$ cat src/rtl/adc_init_pkg.sv
// Shared types and helpers for the multi-ADC power-up sequencer.
// State encodings are fixed 4-bit values so unused codes can be recovered to IDLE.
package adc_init_pkg;

    typedef enum logic [3:0] {
        ST_IDLE     = 4'd0,
        ST_PRE_RST  = 4'd1,
        ST_ADC_RSTP = 4'd2,
        ST_POST_RST = 4'd3,
        ST_INIT     = 4'd4,
        ST_RETRY    = 4'd5,
        ST_NEXT     = 4'd6,
        ST_SETTLE   = 4'd7,
        ST_RUN      = 4'd8
    } seq_state_e;

    localparam int unsigned RETRY_W = 3;

    // Ceiling log2 with a floor of one bit, so a single-chip build still has an index
    function automatic int unsigned idx_width(input int unsigned n);
        int unsigned w;
        w = 32'd1;
        while ((32'd1 << w) < n) begin
            w = w + 32'd1;
        end
        return w;
    endfunction

endpackage

$ cat src/rtl/adc_seq_timer.sv
// Per-state cycle counter for the ADC sequencer: cleared on every state change,
// counts while enabled, flags when the count equals the supplied terminal value.
module adc_seq_timer #(
    parameter int CW = 12
) (
    input  logic          CLK,
    input  logic          RST_N,
    input  logic          clear,
    input  logic          enable,
    input  logic [CW-1:0] term,
    output logic          at_term
);

    logic [CW-1:0] count_r;

    // Cycle counter with clear taking priority over enable
    always_ff @(posedge CLK or negedge RST_N) begin
        if (!RST_N) begin
            count_r <= {CW{1'b0}};
        end else if (clear) begin
            count_r <= {CW{1'b0}};
        end else if (enable) begin
            count_r <= count_r + CW'(1'b1);
        end else begin
            count_r <= count_r;
        end
    end

    assign at_term = (count_r == term);

endmodule

$ cat src/rtl/adc_init_seq.sv
// Multi-ADC power-up sequencer: shared reset pulse, per-chip init handshake with
// timeout/retry, settle delay, then RUN. Outputs are registered from the next state.
module adc_init_seq
    import adc_init_pkg::*;
#(
    parameter int N_ADC     = 6,
    parameter int CW        = 12,
    parameter int RST_DLY   = 5,
    parameter int RST_LEN   = 7,
    parameter int INIT_DLY  = 5,
    parameter int TIMEOUT   = 4000,
    parameter int MAX_RETRY = 2,
    parameter int SETTLE    = 1000
) (
    input  logic             CLK,
    input  logic             RST_N,
    input  logic             REINIT,
    input  logic [N_ADC-1:0] INIT_DONE,
    output logic             ADC_RST,
    output logic [N_ADC-1:0] ADC_INIT,
    output logic             BUSY,
    output logic             RUN,
    output logic             ALL_OK,
    output logic [N_ADC-1:0] ERR
);

    localparam int unsigned IDX_W = idx_width(N_ADC);
    localparam longint MAX_T_A = (longint'(SETTLE) > longint'(TIMEOUT)) ? longint'(SETTLE) : longint'(TIMEOUT);
    localparam longint MAX_T_B = (longint'(RST_DLY) > longint'(RST_LEN)) ? longint'(RST_DLY) : longint'(RST_LEN);
    localparam longint MAX_T_C = (MAX_T_B > longint'(INIT_DLY)) ? MAX_T_B : longint'(INIT_DLY);
    localparam longint MAX_T   = (MAX_T_A > MAX_T_C) ? MAX_T_A : MAX_T_C;

    if ((CW < 1) || (CW > 62) || ((64'd1 << CW) <= MAX_T)) begin : g_cw_too_narrow
        $error("adc_init_seq: CW cannot hold the longest state duration");
    end
    if ((N_ADC < 1) || (N_ADC > 16) || (MAX_RETRY < 0) || (MAX_RETRY > 7)) begin : g_bad_range
        $error("adc_init_seq: N_ADC or MAX_RETRY out of range");
    end
    if ((RST_DLY < 1) || (RST_LEN < 1) || (INIT_DLY < 1) || (TIMEOUT < 1) || (SETTLE < 1)) begin : g_bad_delay
        $error("adc_init_seq: every delay must be at least one cycle");
    end

    localparam logic [CW-1:0]      T_PRE      = CW'(RST_DLY - 1);
    localparam logic [CW-1:0]      T_RSTP     = CW'(RST_LEN - 1);
    localparam logic [CW-1:0]      T_POST     = CW'(INIT_DLY - 1);
    localparam logic [CW-1:0]      T_INIT     = CW'(TIMEOUT - 1);
    localparam logic [CW-1:0]      T_SETTLE   = CW'(SETTLE - 1);
    localparam logic [IDX_W-1:0]   IDX_LAST   = IDX_W'(N_ADC - 1);
    localparam logic [RETRY_W-1:0] RETRY_MAX  = RETRY_W'(MAX_RETRY);

    seq_state_e         state_r;
    seq_state_e         state_s;
    logic [IDX_W-1:0]   idx_r;
    logic [IDX_W-1:0]   idx_s;
    logic [RETRY_W-1:0] retry_r;
    logic [RETRY_W-1:0] retry_s;
    logic [N_ADC-1:0]   err_r;
    logic [N_ADC-1:0]   err_s;
    logic [N_ADC-1:0]   init_vec_s;
    logic [N_ADC-1:0]   adc_init_r;
    logic [CW-1:0]      term_s;
    logic               at_term_s;
    logic               done_s;
    logic               timer_clr_s;
    logic               timer_en_s;
    logic               adc_rst_r;
    logic               busy_r;
    logic               run_r;
    logic               all_ok_r;

    // Terminal count for the state currently being timed
    always_comb begin
        term_s = {CW{1'b0}};
        case (state_r)
            ST_PRE_RST:  term_s = T_PRE;
            ST_ADC_RSTP: term_s = T_RSTP;
            ST_POST_RST: term_s = T_POST;
            ST_INIT:     term_s = T_INIT;
            ST_SETTLE:   term_s = T_SETTLE;
            default:     term_s = {CW{1'b0}};
        endcase
    end

    assign timer_clr_s = (state_s != state_r);
    assign timer_en_s  = (state_r != ST_RUN);

    adc_seq_timer #(
        .CW (CW)
    ) u_timer (
        .CLK     (CLK),
        .RST_N   (RST_N),
        .clear   (timer_clr_s),
        .enable  (timer_en_s),
        .term    (term_s),
        .at_term (at_term_s)
    );

    // Next-state, chip index, retry count and sticky error bookkeeping
    always_comb begin
        state_s = state_r;
        idx_s   = idx_r;
        retry_s = retry_r;
        err_s   = err_r;
        done_s  = INIT_DONE[idx_r];
        case (state_r)
            ST_IDLE: begin
                state_s = ST_PRE_RST;
            end
            ST_PRE_RST: begin
                if (at_term_s) state_s = ST_ADC_RSTP;
                else           state_s = ST_PRE_RST;
            end
            ST_ADC_RSTP: begin
                if (at_term_s) state_s = ST_POST_RST;
                else           state_s = ST_ADC_RSTP;
            end
            ST_POST_RST: begin
                if (at_term_s) begin
                    state_s = ST_INIT;
                    idx_s   = {IDX_W{1'b0}};
                    retry_s = {RETRY_W{1'b0}};
                end else begin
                    state_s = ST_POST_RST;
                end
            end
            ST_INIT: begin
                // A done seen on the timeout cycle still counts as success
                if (done_s) begin
                    state_s = ST_NEXT;
                end else if (at_term_s) begin
                    if (retry_r < RETRY_MAX) begin
                        state_s = ST_RETRY;
                        retry_s = retry_r + 3'd1;
                    end else begin
                        state_s       = ST_NEXT;
                        err_s[idx_r]  = 1'b1;
                    end
                end else begin
                    state_s = ST_INIT;
                end
            end
            ST_RETRY: begin
                state_s = ST_INIT;
            end
            ST_NEXT: begin
                if (idx_r == IDX_LAST) begin
                    state_s = ST_SETTLE;
                end else begin
                    state_s = ST_INIT;
                    idx_s   = idx_r + IDX_W'(1'b1);
                    retry_s = {RETRY_W{1'b0}};
                end
            end
            ST_SETTLE: begin
                if (at_term_s) state_s = ST_RUN;
                else           state_s = ST_SETTLE;
            end
            ST_RUN: begin
                if (REINIT) begin
                    state_s = ST_PRE_RST;
                    err_s   = {N_ADC{1'b0}};
                end else begin
                    state_s = ST_RUN;
                end
            end
            default: begin
                state_s = ST_IDLE;
            end
        endcase
    end

    // One-hot init strobe for the chip the next state will be talking to
    always_comb begin
        init_vec_s = {N_ADC{1'b0}};
        for (int i = 0; i < N_ADC; i++) begin
            init_vec_s[i] = (state_s == ST_INIT) && (idx_s == IDX_W'(i));
        end
    end

    // State, bookkeeping and output registers, all decoded from the next state
    always_ff @(posedge CLK or negedge RST_N) begin
        if (!RST_N) begin
            state_r    <= ST_IDLE;
            idx_r      <= {IDX_W{1'b0}};
            retry_r    <= {RETRY_W{1'b0}};
            err_r      <= {N_ADC{1'b0}};
            adc_rst_r  <= 1'b0;
            adc_init_r <= {N_ADC{1'b0}};
            busy_r     <= 1'b1;
            run_r      <= 1'b0;
            all_ok_r   <= 1'b0;
        end else begin
            state_r    <= state_s;
            idx_r      <= idx_s;
            retry_r    <= retry_s;
            err_r      <= err_s;
            adc_rst_r  <= (state_s == ST_ADC_RSTP);
            adc_init_r <= init_vec_s;
            busy_r     <= (state_s != ST_RUN);
            run_r      <= (state_s == ST_RUN);
            all_ok_r   <= (state_s == ST_RUN) && ~|err_s;
        end
    end

    assign ADC_RST  = adc_rst_r;
    assign ADC_INIT = adc_init_r;
    assign BUSY     = busy_r;
    assign RUN      = run_r;
    assign ALL_OK   = all_ok_r;
    assign ERR      = err_r;

endmodule

$ cat config.mk
export PLATFORM = sky130hd
export DESIGN_NAME = adc_init_seq
export DESIGN_NICKNAME = d
export VERILOG_FILES = /design/src/rtl/adc_init_pkg.sv /design/src/rtl/adc_seq_timer.sv /design/src/rtl/adc_init_seq.sv
export SDC_FILE = /design/constraint.sdc
export NUM_CORES = 1
export LEC_CHECK = 0
export ABC_CLOCK_PERIOD_IN_PS = 2600
export CAP_MARGIN = 20
export CORE_AREA = 2 2 69 71
export DETAILED_ROUTE_END_ITERATION = 6
export DIE_AREA = 0 0 71 73
export PLACE_DENSITY = 0.75
export SLEW_MARGIN = 20
export SYNTH_ARGS = -nofsm -noshare
export SYNTH_HDL_FRONTEND = slang
export SYNTH_SLANG_ARGS = --single-unit
$ cat constraint.sdc
create_clock -name CLK -period 2.6 [get_ports CLK]
set_input_delay 0.78 -clock CLK [delete_from_list [all_inputs] [get_ports CLK]]
set_output_delay 0.78 -clock CLK [all_outputs]
set_load 0.005 [all_outputs]
# --- Yosys cells after proc, flatten, opt, wreduce, memory -nomap -nowiden ---
# Index checks and enable logic that the tools add are counted.
word_totals:
  reg_bits: 38
  input_bits: 9
  out_inout_bits: 16
  elab_cells: 90
op_classes:
  addsub: 3
  order_cmp: 3
  n_eq_ne: 26
  mux: 31
  n_bitwise: 1
  reduce_logical: 16
ops:
  columns: ["op", "count"]
  rows:
  - ["$pmux W12 S4", 1]
  - ["$pmux W4 S9", 1]
  - ["$mux W12", 2]
  - ["$mux W3", 8]
  - ["$mux W6", 4]
  - ["$eq A4 B3 Y1 const B", 5]
  - ["$mux W4", 4]
  - ["$add A12 B1 Y12 const B", 1]
  - ["$eq A12 B12 Y1", 1]
  - ["$eq A4 B2 Y1 const B", 3]
  - ["$pmux W6 S2", 1]
  - ["$ne A2 B2 Y1 const B", 5]
  - ["$eq A3 B3 Y1 const B", 3]
  - ["$pmux W3 S3", 1]
  - ["$eq A4 B4 Y1 const B", 2]
  - ["$logic_and A1 B1 Y1", 8]
  - ["$ne A4 B4 Y1 const B", 2]
  - ["$add A3 B1 Y3 const B", 2]
  - ["$eq A3 B2 Y1 const B", 2]
  - ["$mux W2", 3]
  - ["$or A6 B6 Y6", 1]
  - ["$pmux W3 S2", 1]
  - ["$reduce_and A6 Y1", 1]
  - ["$reduce_or A6 Y1", 1]
  - ["other kinds (15)", 17]

# --- Depth between registers and ports, before layout ---
depth:
  word_depth: 12
  mapped_depth: 11
  depth_no_buf: 10

# --- Modules after synthesis ---
# A second synthesis with hierarchy kept.
unflattened:
  hier_cells: 216
  area_unflattened_um2: 2094.5
by_module_without_submodules:
  columns: ["module", "instances", "cells_per_inst", "area_per_inst_um2", "seq_area_each_um2"]
  rows:
  - ["adc_init_seq", 1, 142, 1372.6, 651.9]
  - ["adc_seq_timer", 1, 74, 721.9, 300.3]

# --- Least setup slack after synthesis ---
# No wires, ideal clock.
synth_path:
  path_kind: "in2reg"
  start: "in INIT_DONE[5]"
  end: "reg u_timer.count_r[4]"
  setup_time_ps: 80
  arrival_ps: 2736
  required_time_ps: 2520
  path_slack_ps: -216
  stages: 8
  path_buffers: 0
  path_cell_list: "mux2_1 > a222oi_1 > nand2_1 > o32a_1 > or3_1 > a21boi_2 > a21oi_4 > nor3b_2"
synth_via:
  elab_chain_len: 6
  word_cells_on_any_way: 7
  cone_classes: "eq/ne: 1; mux: 5; reduce/logical: 1"
synth_lines:
  columns: ["element", "line_no", "source"]
  rows:
  - ["start: declaration", "adc_init_seq.sv:18", "input logic [N_ADC-1:0] INIT_DONE,"]
  - ["$bmux W1 S3 (*)", "adc_init_seq.sv:104", "done_s = INIT_DONE[idx_r];"]
  - ["$mux W1 (not written as such) (*)", "adc_init_seq.sv:104", null]
  - ["$mux W4 (*)", "adc_init_seq.sv:128", "if (done_s) begin"]
  - ["$pmux W4 S9 (*)", "adc_init_seq.sv:105", "case (state_r)"]
  - ["$ne A4 B4 Y1 (*)", "adc_init_seq.sv:84", "assign timer_clr_s = (state_s != state_r);"]
  - ["$mux W12 or $reduce_bool A2 Y1 (tied branches)", null, null]
  - ["end signal: assignment", "adc_seq_timer.sv:19", "count_r <= {CW{1'b0}};"]
  - ["end signal: assignment", "adc_seq_timer.sv:21", "count_r <= {CW{1'b0}};"]
  - ["end signal: assignment", "adc_seq_timer.sv:23", "count_r <= count_r + CW'(1'b1);"]
  - ["end: declaration", "adc_seq_timer.sv:14", "logic [CW-1:0] count_r;"]
# Every way passes the cells marked *; elsewhere a longest branch is shown, timed or not. The select of a mux whose other input is x is not followed.
# A chain may end at the register's enable or synchronous reset.

# --- Final worst setup path ---
layout_path:
  start: "reg state_r[3]"
  end: "reg u_timer.count_r[4]"
layout_via:
  elab_chain_len: 9
  word_cells_on_any_way: 23
  cone_classes: "eq/ne: 11; mux: 9; reduce/logical: 3"
layout_lines:
  columns: ["element", "line_no", "source"]
  rows:
  - ["start: declaration", "adc_init_seq.sv:51", "seq_state_e state_r;"]
  - ["start signal: assignment", "adc_init_seq.sv:193", "state_r <= state_s;"]
  - ["$eq A4 B2 Y1 or $eq A4 B1 Y1 (tied branches)", "adc_init_seq.sv:74, adc_init_seq.sv:105", null]
  - ["$reduce_or A2 Y1 (no source line)", null, null]
  - ["$pmux W12 S4", "adc_init_seq.sv:74", "case (state_r)"]
  - ["$eq A12 B12 Y1", "adc_seq_timer.sv:29", "assign at_term = (count_r == term);"]
  - ["$mux W4", "adc_init_seq.sv:130", "end else if (at_term_s) begin"]
  - ["$mux W4", "adc_init_seq.sv:128", null]
  - ["$pmux W4 S9 (*)", "adc_init_seq.sv:105", null]
  - ["named net state_s[1]", "adc_init_seq.sv:52", "seq_state_e state_s;"]
  - ["$ne A4 B4 Y1 (*)", "adc_init_seq.sv:84", null]
  - ["$mux W12 or $reduce_bool A2 Y1 (tied branches)", null, null]
# Mark *: on every way through the listed nets, which the timed path passes. The rest lies on a longest branch.

==> run_results.csv <==
group,metric,value,unit
logic_synthesis,synth_largest_area_cell,"dfrtp_1",
timing,setup_viol,19,
logic_synthesis,yosysWarnings,0,
timing,period_share,1.098,
detailed_routing,wl_per_cell,15.75,microns
logic_synthesis,async_flop_share,1.000,
logic_synthesis,synthXorXnorAreaFrac,0.06166,
die,fp.dieArea,0.005183,sq mm
global_routing,grt_start_max_net_pins,39,
logic_synthesis,synth_fp_nets,229,
die,die_h,73,microns
finish,final_layout_size_suffix_gt1_frac,0.3231,
outcome,status,"finished, violations left",
logic_synthesis,synth.top_cells.by_area,"dfrtp_1 (43%), nor2_1 (5.1%), xor2_1 (4.5%)",
logic_synthesis,synth_compound_area_frac,0.1617,
detailed_routing,drt_iter0_drc,104,
logic_synthesis,synthMuxAreaShare,0.03490,
critical_path,cpMostUsedCell,"or4b_4",
detailed_routing,final_antenna_net_count,0,
die,io_pins,25,
logic_synthesis,syn_avg_cell_area,9.957,sq um
logic_synthesis,synth_edf_count,0,
critical_path,cpPeakStageDelay,0.59,ns
timing,period_minus_slack,2.855,ns
timing,setup_slack,-0.2549,ns
detailed_routing,viasPerCell,5.684,
cts,root_buffer,"clkbuf_8",
finish,n_antenna_cell,0,
global_routing,grt.overflow.total,0,
critical_path,cp_slowest_cell,"or4b_4",
flow_run,drv_cap,0,
logic_synthesis,synth_cells,216,
critical_path,path_class,"reg -> reg",
cts,clk_path_buf_depth,2,
global_routing,grt_pass1_vias,1986,
logic_synthesis,synth-simple-area-share,0.2356,
logic_synthesis,synth_area,0.002151,sq mm
timing,finalSetupTns,-2.673,ns
cts,cts_made_buffers,5,
placed_design,portBuffers,24,
placed_design,dp_hpwl,3804,microns
global_routing,antenna_found_initial,0,
logic_synthesis,yosys.area.top_type_share,0.4305,
logic_synthesis,synth_top_family_by_area,"simple AND/OR/NAND/NOR gates",
critical_path,required,2.82,ns
timing,slew_headroom,0.4481,
power_and_ir_drop,power,0.003275,W
logic_synthesis,synthAdderAreaFrac,0.02327,
timing,hold_violations,0,
critical_path,cp_cell_sequence,"or4b_4 -> o31a_1 -> a211oi_2 -> buf_4 -> a31oi_2 -> or4b_4 -> xnor2_4 -> a21oi_4 -> nor3b_2",
logic_synthesis,synthDistinctLibCells,59,
detailed_routing,drc,0,
critical_path,crit_buf_inv,1,
timing,drv_slew,0,
die,rows,25,
global_routing,grt_pass1_wl,9039,microns
power_and_ir_drop,leakagePower,1.410,nW
cts,clk_latency,0.29,ns
timing,max_freq,350.3,MHz
finish,syn2layout_area_growth,39.50,%
power_and_ir_drop,ir_worst_vdd,698.3,uV
detailed_routing,routed_wl,5481,microns
critical_path,worstPathMaxFanout,5,
detailed_routing,vias,1978,
outcome,violations,"negative setup slack",
cts,htreeDepth,2,
logic_synthesis,ys.flop_type,"dfrtp_1",
cts,clock_sinks,38,
die,core-area,0.004536,sq mm
critical_path,critical_path_arrival,3.07,ns
die,fp.dieW,71,microns
cts,clk_pin_slew_worst_paths,0.08,ns
placed_design,place_congestion,0.8285,
timing,fin_worst_skew,0.008313,ns
worst_hold_path,hold_class,"reg -> reg",
placed_design,place_ws,-0.7285,ns
critical_path,cp-end-kind,"flop",
critical_path,cpLargestDelayFamily,"simple AND/OR/NAND/NOR gates",
die,start_util,0.4742,
timing,worstMarginPinSlew,0.8278,ns
cts,cts_hold_buffers,0,
detailed_routing,dr.pass1.iters,4,
logic_synthesis,synth-seq-cells,38,
global_routing,grt_usage,0.2223,
timing,rsz0062_at_grt,"true",
power_and_ir_drop,power_density,1092,mW/mm^2
critical_path,cp-start-kind,"flop",
cts,cts_tree,"yes",
logic_synthesis,synth-seq-area-share,0.4427,
finish,nets,306,
[per-stage QoR]
step	hold WS, ns	utilization	instance area [sq um]	instances
floorplan	0.4844	-	2158	216
global placement	0.5019	0.6166	2796	336
detailed placement	0.5232	0.6166	2796	336
CTS	0.5395	0.6516	2955	347
global route	0.5678	0.6615	3000	348
finish	0.5354	0.6615	3000	348
[layout make-up]
| type | instances | area, sq um |
|---|---|---|
| Multi-Input combinational cell | 162 | 1215 |
| Clock buffer | 5 | 68.82 |
| Inverter | 9 | 33.78 |
| Sequential cell | 38 | 952.2 |
| Clock inverter | 3 | 21.27 |
| Fill cell | 352 | 1535 |
| Tap cell | 54 | 67.56 |
| Timing Repair Buffer | 77 | 641.9 |
[worst register-to-register path: stages (launching register included)]
cell and delay, ns:
dfrtp_1 0.38, or4b_4 0.57, o31a_1 0.13, a211oi_2 0.25, buf_4 0.18, a31oi_2 0.09
or4b_4 0.59, xnor2_4 0.28, a21oi_4 0.13, nor3b_2 0.18
[kinds of logic after synthesis]
kind of cell	after synthesis
AO/OA/AOI/OAI	45
XOR/XNOR	13
adder cells (fa/ha/maj)	4
buffers and inverters	17
flip-flops	38
multiplexers	7
AND/OR/NAND/NOR	92
[power breakdown]
part | switching, W | internal (W)
logic | 0.00107 | 0.00102
clock network | 0.000215 | 0.000188
registers | 0.0000872 | 0.000692
[cell usage after synthesis (all sizes together) (2+ instances only)]
cell type / count
mux2i: 3
nand4: 4
a32o: 5
or3: 2
buf: 6
clkbuf: 2
nor3: 6
or4: 2
nor4b: 3
a22oi: 2
xnor2: 2
xor2: 11
inv: 9
a21boi: 2
a22o: 3
a211oi: 2
nor4: 2
dfrtp: 37
a31oi: 3
nor2: 29
nand3: 9
mux2: 4
o21ai: 5
and3: 2
o22ai: 2
nor2b: 2
nand3b: 3
a21oi: 10
nand2: 16
or4b: 2
ha: 4
nor3b: 3
nand2b: 4
[path summary, 6_finish.rpt]
kind / end / from / slack (ns) / cells past startpoint
min in group asynchronous: RUN / RST_N / 0.57 / 1
min: ERR[5] / ERR[5] / 0.54 / 1
min reg2reg: ERR[5] / ERR[5] / 0.54 / 1
max reg2reg: u_timer.count_r[4] / state_r[3] / -0.25 / 9
max: u_timer.count_r[4] / state_r[3] / -0.25 / 9
max in group asynchronous: u_timer.count_r[11] / RST_N / 1.49 / 1
[placed cells by master (no fill, tap or decap), types with 2 or more instances in the layout]
master and count:
nor3b_1 2, a21oi_2 2, ha_1 4, nor2b_1 2, xor2_1 11, or4b_4 2, nor4_1 2, nor4b_4 2
nand4_1 4, clkbuf_8 5, a31oi_1 2, nand2_1 15, a22o_1 3, nor3_1 3, a21oi_1 7, o21ai_0 5
buf_2 4, nor2_1 28, or4_1 2, buf_6 7, a32o_1 5, mux2i_1 3, a21oi_4 2, mux2_4 3
dfrtp_1 37, buf_4 47, nand3_1 8, and3_1 2, nor3_2 3, nand3b_1 3, nand2b_1 4, clkdlybuf4s50_1 17
inv_1 9, clkdlybuf4s15_1 2
[routing by layer]
layer	GRT usage	up-vias	wire, microns
met1	0.2771	959	2353
li1	-	948	-
met3	0.05110	13	274
met5	0	-	0
met2	0.3842	58	2750
met4	0.07128	0	103
[sequential cells by signal (all words and copies together) (netlist names)]
name	flops
retry_r	3
ADC_INIT	6
BUSY	1
RUN	1
ADC_RST	1
u_timer.count_r	12
ERR	6
idx_r	3
state_r	4
ALL_OK	1
[repair_timing]
item | 4_1_cts | 5_1_grt
setup buffers | 3 | 1
gates cloned | 1 | 0
resized for setup | 31 | 8
pin swaps | 19 | 12
setup endpoints to repair | 18 | 24
endpoints found under the hold margin | 0 | 0
No activity file was read; power rests on OpenSTA's default activity.
